==> src/rtl/if_prefetch_queue.sv <==
// rtl/if_prefetch_queue.sv - instruction-fetch prefetch queue between fetch and decode
module if_prefetch_queue #(
    parameter int DATA_W  = 32,
    parameter int PPCCB_W = 34,
    parameter int DEPTH   = 4
) (
    input  logic                       Clk,
    input  logic                       Rst,
    input  logic                       Flush,
    input  logic                       PushValid,
    input  logic [DATA_W-1:0]          PushIR,
    input  logic [DATA_W-1:0]          PushPC,
    input  logic [DATA_W-1:0]          PushInstrAddr,
    input  logic [PPCCB_W-1:0]         PushPPCCB,
    output logic                       PushReady,
    input  logic                       PopStall,
    output logic [DATA_W-1:0]          IR,
    output logic [DATA_W-1:0]          PC,
    output logic [DATA_W-1:0]          InstrAddr,
    output logic [PPCCB_W-1:0]         PPCCB,
    output logic                       PCSource,
    output logic [$clog2(DEPTH+1)-1:0] Count,
    output logic                       Full,
    output logic                       Empty
);
    localparam int PTR_W = $clog2(DEPTH);
    localparam int CNT_W = $clog2(DEPTH+1);

    logic [DATA_W-1:0]  r_ir_mem   [DEPTH];
    logic [DATA_W-1:0]  r_pc_mem   [DEPTH];
    logic [DATA_W-1:0]  r_addr_mem [DEPTH];
    logic [PPCCB_W-1:0] r_ppccb_mem[DEPTH];

    logic [PTR_W-1:0] r_wptr;
    logic [PTR_W-1:0] r_rptr;
    logic [CNT_W-1:0] r_count;

    logic w_full;
    logic w_empty;
    logic w_push;
    logic w_pop;
    logic w_head_valid;

    assign w_full  = (r_count == CNT_W'(DEPTH));
    assign w_empty = (r_count == '0);

    // Flush suppresses both sides; pointers wrap naturally since DEPTH is a power of two
    assign w_push = PushValid && !w_full && !Flush;
    assign w_pop  = !w_empty && !PopStall && !Flush;

    always_ff @(posedge Clk) begin
        if (Rst || Flush) begin
            r_wptr  <= '0;
            r_rptr  <= '0;
            r_count <= '0;
        end else begin
            if (w_push) r_wptr <= r_wptr + PTR_W'(1);
            if (w_pop)  r_rptr <= r_rptr + PTR_W'(1);
            case ({w_push, w_pop})
                2'b10:   r_count <= r_count + CNT_W'(1);
                2'b01:   r_count <= r_count - CNT_W'(1);
                default: r_count <= r_count;
            endcase
        end
    end

    // Storage is not reset; occupancy alone decides what is visible
    always_ff @(posedge Clk) begin
        if (!Rst && w_push) begin
            r_ir_mem[r_wptr]    <= PushIR;
            r_pc_mem[r_wptr]    <= PushPC;
            r_addr_mem[r_wptr]  <= PushInstrAddr;
            r_ppccb_mem[r_wptr] <= PushPPCCB;
        end
    end

    assign w_head_valid = !w_empty && !Rst;

    assign IR        = w_head_valid ? r_ir_mem[r_rptr]    : '0;
    assign PC        = w_head_valid ? r_pc_mem[r_rptr]    : '0;
    assign InstrAddr = w_head_valid ? r_addr_mem[r_rptr]  : '0;
    assign PPCCB     = w_head_valid ? r_ppccb_mem[r_rptr] : '0;
    assign PCSource  = w_head_valid;

    assign PushReady = !w_full;
    assign Full      = w_full;
    assign Empty     = w_empty;
    assign Count     = r_count;
endmodule
==> config.mk <==
export PLATFORM = sky130hd
export DESIGN_NAME = if_prefetch_queue
export DESIGN_NICKNAME = d
export VERILOG_FILES = /design/src/rtl/if_prefetch_queue.sv
export SDC_FILE = /design/constraint.sdc
export NUM_CORES = 1
export LEC_CHECK = 0
export CORE_AREA = 3 3 189 191
export CTS_CLUSTER_DIAMETER = 50
export DETAILED_ROUTE_END_ITERATION = 10
export DIE_AREA = 0 0 192 194
export PLACE_DENSITY = 0.84
export SLEW_MARGIN = 20
export SYNTH_ARGS = -nofsm -noshare
export SYNTH_HDL_FRONTEND = slang
export SYNTH_SLANG_ARGS = --single-unit
==> constraint.sdc <==
create_clock -name Clk -period 14.1 [get_ports Clk]
set_clock_uncertainty 0.1 [all_clocks]
set_input_delay 2.82 -clock Clk [delete_from_list [all_inputs] [get_ports Clk]]
set_output_delay 2.82 -clock Clk [all_outputs]
set_load 0.01 [all_outputs]
======== After elaboration in Yosys (flattened, before gate mapping) ========
Memories as Yosys holds them, arrays and structs flattened. A register that Yosys moved wholly into a read port is not among the register bits.
Index checks and enable logic that the tools add are counted.
word-level totals
  bits in registers ....................... 7
  RAM bits ................................ 520
  input port bits ......................... 135
  output and inout bits ................... 137
  memories kept ........................... 4
operators by class
  add/sub/neg operators ................... 4
  equality and inequality tests ........... 3
  muxes and demuxes ....................... 15
  reductions and logical operators ........ 14
memory list
  name         depth  width  read ports  clocked after memory_dff  write ports  line  text
  r_ppccb_mem  4      34     1           1                         1            32    logic [PPCCB_W-1:0] r_ppccb_mem[DEPTH];
  r_addr_mem   4      32     1           1                         1            31    logic [DATA_W-1:0] r_addr_mem [DEPTH];
  r_ir_mem     4      32     1           1                         1            29    logic [DATA_W-1:0] r_ir_mem [DEPTH];
  r_pc_mem     4      32     1           1                         1            30    logic [DATA_W-1:0] r_pc_mem [DEPTH];
operators by type and width
  cell                                                                 number
  32-bit two-way mux                                                   3
  34-bit two-way mux                                                   1
  2-bit two-way mux                                                    8
  1-bit logical AND                                                    6
  3-bit one-hot mux with 2 select lines                                1
  1-bit zero test                                                      5
  2-bit by 1-bit adder with 2-bit output (second input constant)       2
  3-bit by 1-bit adder with 3-bit output (second input constant)       1
  3-bit == test (second input constant)                                1
  3-bit zero test                                                      1
  3-bit by 1-bit subtractor with 3-bit output (second input constant)  1
  2-bit by 1-bit == test with 1-bit output (second input constant)     1
  2-bit == test (second input constant)                                1
  1-bit two-way mux                                                    2
  2-bit nonzero test                                                   1
  1-bit logical OR                                                     1

======== Depth between registers and ports, before layout ========
  depth after elaboration ................. 7
  gate-level depth with buffers ........... 9
  gate-level depth less buffers ........... 9

======== Worst setup path after synthesis ========
No wires, ideal clock.
  path kind ............................... in2reg
  start point ............................. input port Rst
  end point ............................... memory r_addr_mem[0][0], enable pin
  data arrival time ....................... 6.370 ns
  setup slack ............................. 7.125 ns
  cell stages on the path ................. 3
  cell sequence ........................... nor2_1 and3_1 and2_1
on the way
  word-level cells in the longest chain between the ends .. 4
RTL lines
  what                                     line  text
  from (decl)                              8     input logic Rst,
  1-bit zero test                          69    if (!Rst && w_push) begin
  1-bit logical AND                        69
  1-bit two-way mux                        69
  1-bit two-way mux (implied by the code)  72    r_addr_mem[r_wptr] <= PushInstrAddr;
  to (decl)                                31
No other way between the ends.

======== Worst setup path in the final report ========
  start point ............................. input port Rst
  end point ............................... output port PC[23]
on the way
  word-level cells in the longest chain between the ends .. 3
RTL lines
  what                line  text
  1-bit zero test     77    assign w_head_valid = !w_empty && !Rst;
  1-bit logical AND   77
  32-bit two-way mux  80    assign PC = w_head_valid ? r_pc_mem[r_rptr] : '0;
  to (decl)           18    output logic [DATA_W-1:0] PC,
No other way between the ends.

==> results.ini <==
[run_status]
status=completed

[global_route]
grt_max_degree=100
antenna_found_initial=8
grt_pass1_wl_mm=60.3
grt_pass1_vias=10200
grt.total_usage=0.214
grt-ovfl-total=0

[timing]
fmax_mhz=118
slew_violations=0
worst_slew_pin_slew_ns=0.981
tns_ns=0
final_hold_viol_count=0
relSlewSlack=0.346
min_period_ns=8.48
fin_crit_sh=0.601
grt_setup_unrepaired=no
setup_viol=0

[final_layout]
final_cells=1671
fin_nets=1315
area_growth_syn_to_layout_pct=23.4
drive_gt1_frac=0.179
fillers=1920

[cts]
cts_buffers=51
clock_latency_ns=0.56
root_buffer=clkbuf_16
cts_resized=0
clkTransAtPathRegs_ns=0.06
h-tree-depth=2
cts_setup_buffers=0
cts_sinks=529
cts_tree=done
cts_max_path_buffers=3
hold_buffers=0

[logic_synthesis]
synth_area_leader_cell=edfxtp_1
synth_cells=880
synth.avg_cell_area_um2=22.9
syn_nets=1021
ys_seq_area_frac=0.785
synth.top_cell.area_share=0.776
synth_warnings=0
ys_types=29
syn_area_um2=20100
ys_seq_elements=529
netlist_top_cells_area=edfxtp_1, mux4_2, and2_1

[route]
drcViolationCount=0
vias_per_cell=5.76
firstDrtPassIters=5
dr.first_iter.drc_count=780
routed_wl_mm=39.1
vias=9630
ant_nets=0
wl_per_cell_um=23.4

[placed_design]
dp_cells=1575
io_buffers=271
hpwlAfterDp_mm=22.5
place_congestion=0.739

[hold_path]
hold_path_class=reg -> reg

[setup_path]
r2r-start=Count[0]$_SDFFE_PP0P_
rr_worst_depth=5
crit_path_end_kind=output port
critPathArrivalTime_ns=5.56
startpoint=Rst
r2r_end=r_pc_mem[2][9]$_DFFE_PP_
required_ns=11.18
crit_fanout=99
r2r_slack_ns=10.73
start_kind=input port
path_class=in -> out
crit_end=PC[23]

[pwr]
leakage_uw=0.00777
power.density_nw_per_um2=125
ir_drop_mv=0.105

[flow_run]
drv_cap=0

[floorplan]
die_w_um=192
rows=68
core_um2=34300
dieArea_um2=37200
dieHeight_um=194
top_level_ports=272
start_util=0.587

## cell families (layout without fill, tap and decap cells)
family | Yosys count | count (layout) | share of synthesized area
other | 0 | 3 | 0
adder cells (fa/ha/maj) | 6 | 6 | 0.00410
flip-flops | 529 | 529 | 0.785
AO/OA/AOI/OAI | 5 | 5 | 0.00137
buffers and inverters | 50 | 383 | 0.0145
multiplexers | 133 | 133 | 0.147
AND/OR/NAND/NOR | 155 | 155 | 0.0474
XOR/XNOR | 2 | 2 | 0.000870
## state kept, by name, summed over array words and instances, names as in the netlist, named ones only
signal / count
r_pc_mem: 128
r_ir_mem: 128
r_rptr: 2
Count: 3
r_wptr: 2
r_ppccb_mem: 136
r_addr_mem: 128
## worst max-delay path, cell delays in order
cell and delay [ns]:
clkdlybuf4s50_1 0.51, nor2_4 0.57, buf_4 0.77, and2_1 0.27, clkdlybuf4s50_1 0.55
## stage by stage
step / instance area, um^2 / hold WS (ns) / setup WS [ns] / total power (uW) / util
3_3_place_gp: 23300 / 0.358 / 5.69 / 1880 / 0.678
4_1_cts: 24800 / 0.377 / 5.58 / 3140 / 0.724
2_1_floorplan: 20100 / 0.350 / 7.12 / 1810 / -
5_1_grt: 24800 / 0.394 / 5.37 / 3220 / 0.725
6_report: 24800 / 0.373 / 5.62 / 3120 / 0.725
3_5_place_dp: 23300 / 0.367 / 5.61 / 1890 / 0.678
## power by group
part	switching (uW)	internal (uW)
clock	537	724
sequential	4.12	1740
combinational	48.6	62.1
## cell usage after synthesis, drive strengths merged
master,count
ha,5
and2,134
xor2,2
nand2,6
nand3b,1
a21oi,1
clkbuf,14
mux2i,3
buf,29
a21boi,1
nor3,3
nand3,1
fa,1
or3b,1
edfxtp,520
mux4,130
o21ai,3
dfxtp,9
or3,3
nor2,4
inv,7
and3,1
nand4b,1
## worst min-delay path by stage
stage	startpoint	endpoint	slack (ns)	depth (start not counted)
3_3_place_gp	r_rptr[1]$_SDFFE_PP0P_	flip-flop	0.36	2
4_1_cts	r_rptr[1]$_SDFFE_PP0P_	flip-flop	0.38	2
3_5_place_dp	r_rptr[1]$_SDFFE_PP0P_	flip-flop	0.37	2
5_1_grt	r_rptr[1]$_SDFFE_PP0P_	flip-flop	0.39	2
6_report	r_rptr[1]$_SDFFE_PP0P_	flip-flop	0.37	2
2_1_floorplan	r_rptr[1]$_SDFFE_PP0P_	flip-flop	0.35	2
## layer usage
layer / GRT usage / part of all wire / up-vias
met3: 0.0598 / 0.084 / 77
met1: 0.304 / 0.40 / 4956
met4: 0.0656 / 0.026 / 10
met5: 0 / 0.0015 / -
li1: - / - / 4190
met2: 0.331 / 0.49 / 397
## cell usage in the layout (no fill, tap or decap), drive strengths merged, types with 2 or more instances in the layout
cell / n
ha: 5
edfxtp: 520
dfxtp: 9
inv: 8
o21ai: 3
nand2: 6
clkinv: 20
mux2i: 3
clkdlybuf4s50: 271
diode: 3
bufinv: 2
nor3: 3
clkbuf: 68
buf: 13
or3: 3
nor2: 4
xor2: 2
mux4: 130
and2: 134
## layout make-up
class,instances,area [um^2],share of cell area
clock buffers,68,1380,0.0556
multi-input cells,301,4050,0.163
repair buffers,284,2830,0.114
diodes,3,7.51,0.000302
inverters,7,26.3,0.00106
clock inverters,24,174,0.00700
well taps,455,569,0.0229
flip-flops and latches,529,15800,0.636
(Power assumes the default switching activity.)
